## src/rtl/cmd_link_dec.sv

```systemverilog
// Command-link receiver: SECDED decode of each codeword, registered command unpack,
// consecutive-error tracking and OK/DEGRADED/LOST link supervision.
module cmd_link_dec #(
    parameter int unsigned CMD_L     = 4,
    parameter int unsigned MODE_L    = 2,
    parameter int unsigned SAFE_MODE = 0,
    parameter int unsigned ERR_W     = 4,
    parameter int unsigned ERR_THR   = 8,
    parameter int unsigned REC_CNT   = 4,
    parameter int unsigned TIMEOUT   = 1000,
    localparam int unsigned K = 2 * CMD_L + MODE_L,
    localparam int unsigned P = (K + 2 <= 2)  ? 1 :
                                (K + 3 <= 4)  ? 2 :
                                (K + 4 <= 8)  ? 3 :
                                (K + 5 <= 16) ? 4 :
                                (K + 6 <= 32) ? 5 :
                                (K + 7 <= 64) ? 6 :
                                (K + 8 <= 128) ? 7 : 8,
    localparam int unsigned N      = K + P,
    localparam int unsigned DATA_L = N + 1
) (
    input  logic              clk,
    input  logic              rst,
    input  logic              avl,
    input  logic [DATA_L-1:0] data,
    input  logic              clr_fault,
    output logic [MODE_L-1:0] mode,
    output logic [CMD_L-1:0]  speed_cmd,
    output logic [CMD_L-1:0]  dir_cmd,
    output logic              cmd_vld,
    output logic              corr,
    output logic              uncorr,
    output logic [ERR_W-1:0]  err_cnt,
    output logic [1:0]        link_state
);

    localparam int unsigned TW = $clog2(TIMEOUT + 1);
    localparam int unsigned RW = $clog2(REC_CNT + 1);

    typedef enum logic [1:0] {
        StOk   = 2'd0,
        StDeg  = 2'd1,
        StLost = 2'd2
    } link_st_e;

    // Positions covered by syndrome bit b: every Hamming index with bit b set.
    function automatic logic [DATA_L-1:0] syn_mask(input int unsigned b);
        logic [DATA_L-1:0] m;
        m = '0;
        for (int unsigned i = 1; i <= N; i++) begin
            if (((i >> b) & 1) != 0) m = m | (DATA_L'(1) << i);
        end
        return m;
    endfunction

    // Hamming position of payload bit j (non-power-of-two slots, ascending).
    function automatic int unsigned pay_pos(input int unsigned j);
        int unsigned pos;
        int unsigned cnt;
        pos = 0;
        cnt = 0;
        for (int unsigned i = 1; i <= N; i++) begin
            if ((i & (i - 1)) != 0) begin
                if (cnt == j) pos = i;
                cnt++;
            end
        end
        return pos;
    endfunction

    logic              v1_q;
    logic [DATA_L-1:0] data1_q;
    logic [P-1:0]      syn;
    logic              par;
    logic              is_clean, is_corr, is_uncorr, is_bad, usable;
    logic [DATA_L-1:0] cw;
    logic [K-1:0]      pay;
    logic              timeout;

    link_st_e          st_q, st_d;
    logic [ERR_W-1:0]  err_d;
    logic [RW-1:0]     rec_q, rec_d;
    logic [TW-1:0]     timer_q, timer_d;
    logic [MODE_L-1:0] mode_d;
    logic [CMD_L-1:0]  speed_d, dir_d;

    for (genvar b = 0; b < P; b++) begin : g_syn
        assign syn[b] = ^(data1_q & syn_mask(b));
    end

    assign par       = ^data1_q;
    assign is_clean  = v1_q && (syn == '0) && !par;
    assign is_corr   = v1_q && par && (32'(syn) <= N);
    assign is_uncorr = v1_q && !is_clean && !is_corr;
    assign is_bad    = is_corr || is_uncorr;
    assign usable    = is_clean || is_corr;
    // Syndrome 0 with odd parity means only the overall parity bit flipped.
    assign cw        = data1_q ^ (is_corr ? (DATA_L'(1) << syn) : '0);

    for (genvar j = 0; j < K; j++) begin : g_pay
        assign pay[j] = cw[pay_pos(j)];
    end

    assign timeout    = !avl && (timer_q == TW'(TIMEOUT - 1));
    assign link_state = st_q;

    always_comb begin
        st_d    = st_q;
        err_d   = err_cnt;
        rec_d   = rec_q;
        mode_d  = mode;
        speed_d = speed_cmd;
        dir_d   = dir_cmd;

        if (avl) begin
            timer_d = '0;
        end else if (timer_q != TW'(TIMEOUT)) begin
            timer_d = timer_q + 1'b1;
        end else begin
            timer_d = timer_q;
        end

        if (is_clean) begin
            err_d = '0;
        end else if (is_bad && (err_cnt != '1)) begin
            err_d = err_cnt + 1'b1;
        end

        case (st_q)
            StOk: begin
                if (is_bad && (32'(err_d) >= ERR_THR)) begin
                    st_d  = StDeg;
                    rec_d = '0;
                end
            end
            StDeg: begin
                if (is_clean) begin
                    if (32'(rec_q) + 1 >= REC_CNT) begin
                        st_d  = StOk;
                        rec_d = '0;
                    end else begin
                        rec_d = rec_q + 1'b1;
                    end
                end else if (is_bad) begin
                    rec_d = '0;
                end
            end
            default: begin
                if (usable) st_d = StOk;
            end
        endcase

        if (clr_fault && (st_q != StLost)) begin
            st_d  = StOk;
            err_d = '0;
            rec_d = '0;
        end

        if (timeout && (st_q != StLost)) begin
            st_d  = StLost;
            rec_d = '0;
        end

        if (usable) begin
            mode_d  = pay[MODE_L-1:0];
            speed_d = pay[MODE_L +: CMD_L];
            dir_d   = pay[MODE_L+CMD_L +: CMD_L];
        end
        // Safety overrides follow the state the link lands in after this cycle.
        if (st_d == StDeg) begin
            speed_d = '0;
            mode_d  = MODE_L'(SAFE_MODE);
        end else if (st_d == StLost) begin
            speed_d = '0;
        end
    end

    always_ff @(posedge clk or negedge rst) begin
        if (!rst) begin
            v1_q      <= 1'b0;
            data1_q   <= '0;
            st_q      <= StLost;
            err_cnt   <= '0;
            rec_q     <= '0;
            timer_q   <= '0;
            mode      <= '0;
            speed_cmd <= '0;
            dir_cmd   <= '0;
            cmd_vld   <= 1'b0;
            corr      <= 1'b0;
            uncorr    <= 1'b0;
        end else begin
            v1_q <= avl;
            if (avl) data1_q <= data;
            st_q      <= st_d;
            err_cnt   <= err_d;
            rec_q     <= rec_d;
            timer_q   <= timer_d;
            mode      <= mode_d;
            speed_cmd <= speed_d;
            dir_cmd   <= dir_d;
            cmd_vld   <= usable;
            corr      <= is_corr;
            uncorr    <= is_uncorr;
        end
    end

endmodule

```

## config.mk

```make
export PLATFORM = sky130hd
export DESIGN_NAME = cmd_link_dec
export DESIGN_NICKNAME = d
export VERILOG_FILES = /design/src/rtl/cmd_link_dec.sv
export SDC_FILE = /design/constraint.sdc
export NUM_CORES = 1
export LEC_CHECK = 0
export ABC_AREA = 0
export BUFFER_PORTS_ARGS = -buffer_cell sky130_fd_sc_hd__buf_4
export CORE_ASPECT_RATIO = 1.1
export CORE_MARGIN = 2
export CORE_UTILIZATION = 45
export DETAILED_ROUTE_END_ITERATION = 6
export HOLD_SLACK_MARGIN = 0.06
export PLACE_DENSITY = 0.76
export SLEW_MARGIN = 20
export SYNTH_ARGS = -nofsm -noshare
export SYNTH_HDL_FRONTEND = slang
export SYNTH_SLANG_ARGS = --single-unit
```

## constraint.sdc

```tcl
create_clock -name clk -period 4.56 [get_ports clk]
set_clock_uncertainty 0.05 [all_clocks]
set_input_delay 0.912 -clock clk [delete_from_list [all_inputs] [get_ports clk]]
set_output_delay 0.912 -clock clk [all_outputs]
set_load 0.05 [all_outputs]
```

==> results of run 1 <==
stage by stage:
stage	hold slack (ns)	cells	power, mW
after global placement	0.418	384	1.33
final	0.432	392	1.61
after floorplan	0.429	277	1.16
after detailed placement	0.421	384	1.34
after CTS	0.441	392	1.62
after global routing	0.470	392	1.71
path summary, 6_finish.rpt:
path	cells after the start	start	slack (ns)	endpoint
setup / recovery	7	data1_q[14]	1.28	speed_cmd[2]
min in group asynchronous	1	rst	0.56	data1_q[0]
setup reg to reg	7	data1_q[14]	1.28	speed_cmd[2]
hold reg to reg	2	dir_cmd[0]	0.43	dir_cmd[0]
hold / removal	2	dir_cmd[0]	0.43	dir_cmd[0]
max in group asynchronous	1	rst	3.51	mode[0]
kinds of logic (layout without fill, tap and decap cells):
| kind of cell | Yosys count | in the layout | synth area share (%) |
|---|---|---|---|
| AOI/OAI and AO/OA | 44 | 44 | 11.5 |
| adders and majority gates | 4 | 4 | 1.77 |
| buffers and inverters | 16 | 51 | 2.74 |
| DFF | 48 | 48 | 42.5 |
| xor gates and xnor gates | 49 | 49 | 16.2 |
| muxes | 23 | 23 | 8.81 |
| and+or+nand+nor | 93 | 93 | 16.4 |
placed cells by master (no fill, tap or decap), drive strengths merged, types with 8 or more instances in the layout:
cell   instances
dfrtp         47
buf           37
xnor2         27
nor2          27
xor2          22
mux2          15
nand3         13
nand2         13
nor3          11
nor4          10
a21oi          9
mux2i          8
o21ai          8
layout make-up:
type	instances	area [µm²]	share of cell area, %
clock inverters	2	13.8	0.424
flip-flops and latches	48	1200	37.0
inverters	6	22.5	0.694
well taps	80	100	3.08
clock buffers	6	82.6	2.54
multi-input cells	213	1550	47.7
repair buffers	37	278	8.55
sequential cells by signal, summed over array words and instances, names as in the netlist:
register and cells:
timer_q 10, cmd_vld 1, data1_q 15, link_state 2, uncorr 1, rec_q 3, corr 1, err_cnt 4
v1_q 1, mode 2, speed_cmd 4, dir_cmd 4
metal layers:
layer / share of wire [%] / vias to the layer above / global-route usage [%]
li1: - / 1062 / -
met1: 46 / 1034 / 24.0
met2: 48 / 63 / 29.1
met3: 4.6 / 9 / 2.49
met4: 1.7 / 0 / 7.21
met5: 0 / - / 0
tightest hold or removal path, cell delays in order, from the launching register on:
cell	delay [ns]
sky130_fd_sc_hd__dfrtp_1	0.35
sky130_fd_sc_hd__nand2_1	0.06
sky130_fd_sc_hd__o21ai_2	0.05
power by group through the flow:
stage | Combinational, mW | Clock, mW | Sequential (mW)
finish | 0.776 | 0.272 | 0.560
global route | 0.834 | 0.300 | 0.571
CTS | 0.775 | 0.279 | 0.563
detailed placement | 0.773 | 0 | 0.571
global placement | 0.759 | 0 | 0.570
floorplan | 0.403 | 0 | 0.756
==> run summary, run 1 <==
Proportion of total power due to net switching - 44.8%
All-layer global routing usage - 17.9%
Dpl ws - 1.32 ns
Cell at the root of the clock tree - sky130_fd_sc_hd__clkbuf_8
Setup-failing EPs final - 0
Share of final-layout standard cells stronger than drive strength 1 - 22.4%
Least setup slack across all paths after layout - 1.28 ns
Type of destination of the critical path - flip-flop
H-tree lvl count - 2
Aggregate global routing overflow - 0
Top cells by instance count after synthesis - sky130_fd_sc_hd__dfrtp_1 (47), sky130_fd_sc_hd__nor2_1 (27), sky130_fd_sc_hd__xnor2_1 (27), sky130_fd_sc_hd__xor2_1 (18), sky130_fd_sc_hd__mux2_2 (15)
Clock tree from TritonCTS - done
CP cell instances - xnor2_1 > xor2_1 > nor4_1 > o211a_1 > or4b_1 > nand4_1 > a21oi_1
Slowest cell on the critical path - sky130_fd_sc_hd__or4b_1
Number of sinks handled by clock tree synthesis - 48
Outcome - completed
Final std cell area, no fill - 3250 µm²
Final core utilization - 53.1%
Critical path startpoint category - flip-flop
Total routed wirelength - 5.66 mm
Worst IR drop on VDD - 283 µV
Netlist cell types - 46
Post-CTS setup repair buffer count - 0
Number of warning messages in the yosys log - 0
Most used standard cell by instance count after synthesis - sky130_fd_sc_hd__dfrtp_1
Sequential power share - 34.8%
Area after DPL - 3150 µm²
Synthesized instance count - 277
Total number of placement rows - 30
Number of top-level design ports - 38
Clock Power Share - 16.9%
Synthesized Nets - 300
Flip-flop and latch count after synthesis - 48
Port buffer count - 37
Power dissipated by switching net loads - 0.721 mW
Final HPWL DP - 4.24 mm
Core ar. - 6120 µm²
Total power density per cell area - 495 nW/µm²
Die outline area - 6930 µm²
Layout Area Growth over Synthesis - 14.8%
Number of detailed-routing iterations run before antenna repair - 4
Leakage dissipation - 1.39 nW
Wire length of the first global-routing pass - 9.73 mm
Floorplan die height - 87.1 µm
Summed instance area of the synthesized netlist - 2830 µm²
Cell types with the largest area share after synthesis - sky130_fd_sc_hd__dfrtp_1 (42%), sky130_fd_sc_hd__xnor2_1 (8.4%), sky130_fd_sc_hd__mux2_2 (6.0%)
Total Neg Setup Slack - 0 ns
Slew HR - 49.1%
Path type of the worst min-delay path - reg2reg
Arrival time worst endpoint - 3.42 ns
Drt initial violations - 157
Width of the die - 79.6 µm
Sequential fraction of the synthesis area - 42.5%
EDFF count, synth - 0
Slew @ Worst Pin - 0.764 ns
Clk_lat worst skew - 0.31 ns
Slowest Stage Delay on Critical Path - 0.88 ns
Post-synthesis average cell area - 10.2 µm²
Clock transition at the registers of the reported paths - 0.10 ns
Slew Viols, Final - 0
Via count of the first global-routing pass - 2076
FILL cells - 554
Routability congestion estimate - 0.904
CP bufs+invs - 0
Routed wire length per instance - 14.4 µm
Final routed DRC violation total - 0
Vias per cell - 5.53
Period utilisation layout - 71.9%
Post-synth ARST share - 100%
Nets@finish - 334
Fmax - 0.305 GHz
Shortest clock period the worst path allows after layout - 3.28 ns
Vias - 2168
Starting density of the core - 46.2%
Dominant delay contributor by cell family on the critical path - simple AND/OR/NAND/NOR gates
Initial antenna violation count - 0
Total clock buffers created by CTS - 5
Number of hold buffers added after CTS - 0
RSZ-0062 raised after global routing - false
WP data required - 4.70 ns
Buffers from clock root to sink, at most - 2
Final Hold Fails - 0
Cell accounting for the most synthesized area - sky130_fd_sc_hd__dfrtp_1
Internal Dissipation - 0.887 mW
Post-synth top area share - 41.6%
Diodes inserted - 0
Portion of total power attributed to combinational logic - 48.3%
Pin count of the biggest net entering global routing - 49
Count of nets left with antenna violations after detail routing - 0
Leading register cell type out of synthesis - sky130_fd_sc_hd__dfrtp_1
Worst Path Max Fanout - 17
Max-cap viol count - 0
Critical path class - reg2reg
CTS-repair resized insts - 0
(Power assumes the default switching activity.)
==> run 2, diff against run 1 <==
--- a/config.mk
+++ b/config.mk
@@ -12,7 +12,7 @@
 export CORE_UTILIZATION = 45
 export DETAILED_ROUTE_END_ITERATION = 6
 export HOLD_SLACK_MARGIN = 0.06
-export PLACE_DENSITY = 0.76
+export PLACE_DENSITY = 0.78
 export SLEW_MARGIN = 20
 export SYNTH_ARGS = -nofsm -noshare
 export SYNTH_HDL_FRONTEND = slang
==> constraint.sdc (replaced) <==
create_clock -name clk -period 2.62 [get_ports clk]
set_clock_uncertainty 0.05 [all_clocks]
set_input_delay 0.524 -clock clk [delete_from_list [all_inputs] [get_ports clk]]
set_output_delay 0.524 -clock clk [all_outputs]
set_load 0.05 [all_outputs]
==> run 2 against run 1 <==
- worst setup slack got worse by 1.2 ns
- count of clock-buffer cells in the layout did not move
- critical path depth rose by 1
- die area did not move
- register-to-register slack got worse by 1.2 ns
- total power rose by 93%
- global-route usage rose by 1.8 points
- combinational power rose by 100%
- non-clock buffer count rose by 23
- clock power rose by 100%
==> run summary, run 2 (synthesis results as in run 1) <==
Final Hold Fails - 0 (unchanged)
Width of the die - 79.6 µm (unchanged)
Outcome - completed
Max-cap viol count - 0 (unchanged)
Area after DPL - 3300 µm² (+4.8%)
FILL cells - 534 (-3.6%)
Total number of placement rows - 30 (unchanged)
Top library cells by usage in the layout, fill and taps aside - sky130_fd_sc_hd__buf_4 (59), sky130_fd_sc_hd__dfrtp_1 (42), sky130_fd_sc_hd__nor2_1 (27)
Buffers from clock root to sink, at most - 2 (unchanged)
Total clock buffers created by CTS - 5 (unchanged)
Type of destination of the critical path - flip-flop
Length in cells of the worst reg-to-reg path - 8 (+1)
Layout Area Growth over Synthesis - 26.3%
Worst IR drop on VDD - 591 µV (+110%)
Floorplan die height - 87.1 µm (unchanged)
WP data required - 2.74 ns (-1.96 ns)
Least setup slack across all paths after layout - 0.0807 ns (-1.20 ns)
Path length in cells of the critical path - 8 (+1)
Largest registers in the final layout - data1_q (15), timer_q (10)
FF-to-FF setup slack - 0.08 ns (-1.20 ns)
All-layer global routing usage - 19.6% (+1.8 points)
Routability congestion estimate - 1.03 (+14%)
Via count of the first global-routing pass - 2254 (+8.6%)
Clock transition at the registers of the reported paths - 0.09 ns (about the same)
Die outline area - 6930 µm² (unchanged)
Most flop-heavy register - data1_q
Most common cell after layout, fill and taps aside - sky130_fd_sc_hd__buf_4
Slew Viols, Final - 0 (unchanged)
Total Neg Setup Slack - 0 ns (unchanged)
Critical path startpoint category - flip-flop
Port buffer count - 37 (unchanged)
Initial antenna violation count - 0 (unchanged)
CP bufs+invs - 1 (+1)
Total power of the final layout - 3.11 mW (+93%)
Cell at the root of the clock tree - sky130_fd_sc_hd__clkbuf_8
Clk_lat worst skew - 0.30 ns (about the same)
Total routed wirelength - 6.20 mm (+9.5%)
Number of top-level design ports - 38 (unchanged)
Aggregate global routing overflow - 0 (unchanged)
Setup-failing EPs final - 0 (unchanged)
Shortest clock period the worst path allows after layout - 2.54 ns (-0.737 ns)
Final routed DRC violation total - 0 (unchanged)
Final HPWL DP - 4.60 mm (+8.4%)
H-tree lvl count - 2 (unchanged)
Arrival time worst endpoint - 2.66 ns (-0.76 ns)
Slew HR - 50.6% (+1.5 points)
Slowest Stage Delay on Critical Path - 0.55 ns (-0.33 ns)
Routed wire length per instance - 14.9 µm (+3.4%)
Vias per cell - 5.51 (-0.31%)
CP cell instances - xor2_2 > xor2_2 > nand3_1 > o211a_1 > or4b_4 > buf_4 > mux2i_1 > a21oi_1
Period utilisation layout - 96.9% (+25 points)
Launching point of the worst reg2reg path - data1_q[10]
Setup crit end - speed_cmd[0]
Diodes inserted - 0 (unchanged)
Cell count after placement - 404 (+5.2%)
Total power density per cell area - 871 nW/µm² (+76%)
Endpoint of the lowest-slack register-to-register path - speed_cmd[0]
Path type of the worst min-delay path - in2async
Final core utilization - 58.4% (+5.3 points)
Drt initial violations - 194 (+24%)
Vias - 2288 (+5.5%)
Nets@finish - 357 (+6.9%)
Final non-filler cell total - 415 (+5.9%)
Largest register FFs - 15 (unchanged)
Clock tree from TritonCTS - done
Count of nets left with antenna violations after detail routing - 0 (unchanged)
Fmax - 0.394 GHz (+29%)
Share of final-layout standard cells stronger than drive strength 1 - 34.0% (+12 points)
Worst Path Max Fanout - 4 (-13)
Most frequent CP cell - sky130_fd_sc_hd__xor2_2
Final std cell area, no fill - 3570 µm² (+10%)
Worst setup path startpoint - data1_q[10]
Pin count of the biggest net entering global routing - 49 (unchanged)
Starting density of the core - 46.2% (unchanged)
Slowest cell on the critical path - sky130_fd_sc_hd__or4b_4
Dominant delay contributor by cell family on the critical path - simple AND/OR/NAND/NOR gates
Critical path class - reg2reg
Leakage dissipation - 1.57 nW (+13%)
Slew @ Worst Pin - 0.734 ns (-0.0293 ns)
Wire length of the first global-routing pass - 10.7 mm (+9.9%)
Dpl ws - -0.00870 ns (-1.33 ns)
Number of detailed-routing iterations run before antenna repair - 4 (unchanged)
Core ar. - 6120 µm² (unchanged)
Number of sinks handled by clock tree synthesis - 48 (unchanged)
WHS - 0.181 ns (-0.251 ns)
-- run 2: cell types whose count changed in the layout (fill, tap and decap cells not counted), moves of 5 or more --
cell,change
sky130_fd_sc_hd__xor2_1,-6
sky130_fd_sc_hd__xnor2_2,+9
sky130_fd_sc_hd__xor2_2,+6
sky130_fd_sc_hd__dfrtp_1,-5
sky130_fd_sc_hd__xnor2_1,-9
sky130_fd_sc_hd__buf_4,+22
sky130_fd_sc_hd__dfrtp_2,+5
-- run 2: cell type report --
cell class                 instances  area (µm²)  share of cell area [%]
tap                               80         100                    2.80
multi-input combinational        213        1660                    46.6
sequential                        48        1210                    33.8
clock buffer                       6        82.6                    2.31
timing repair buffer              60         454                    12.7
inverter                           6        22.5                   0.631
clock inverter                     2        38.8                    1.09
-- run 2: repair_timing --
item                                    CTS  global route
buffers inserted                          0             3
gates resized for setup                   4            18
pin swaps                                 1             7
endpoints found under the setup margin    6            13
hold buffers                              0             0
gates cloned                              0             0
-- run 2: where the power goes --
group          switching [mW]  internal, mW
combinational           0.954         0.616
sequential              0.108         0.874
clock                   0.245         0.312
total                    1.31          1.80
-- run 2: worst min-delay path by stage --
| stage | to | slack, ns |
|---|---|---|
| global placement | dir_cmd[3] | 0.42 |
| CTS | uncorr | 0.19 |
| floorplan | cmd_vld | 0.18 |
| global route | uncorr | 0.22 |
| finish | speed_cmd[1] | 0.18 |
| detailed placement | dir_cmd[3] | 0.42 |
-- run 2: routing by layer --
layer  wire (µm)  track usage (%)
met2        3140             33.2
met1        2630             26.1
met5           0                0
met3         293             3.11
met4         130             5.80
-- run 2: worst register-to-register path, delay by kind of cell (launching register included) --
family	cells	cell delay, ns
mux	1	0.15
xor+xnor	2	0.58
simple gates	2	0.73
buf+inv	1	0.18
compound gates	2	0.26
flops	1	0.48
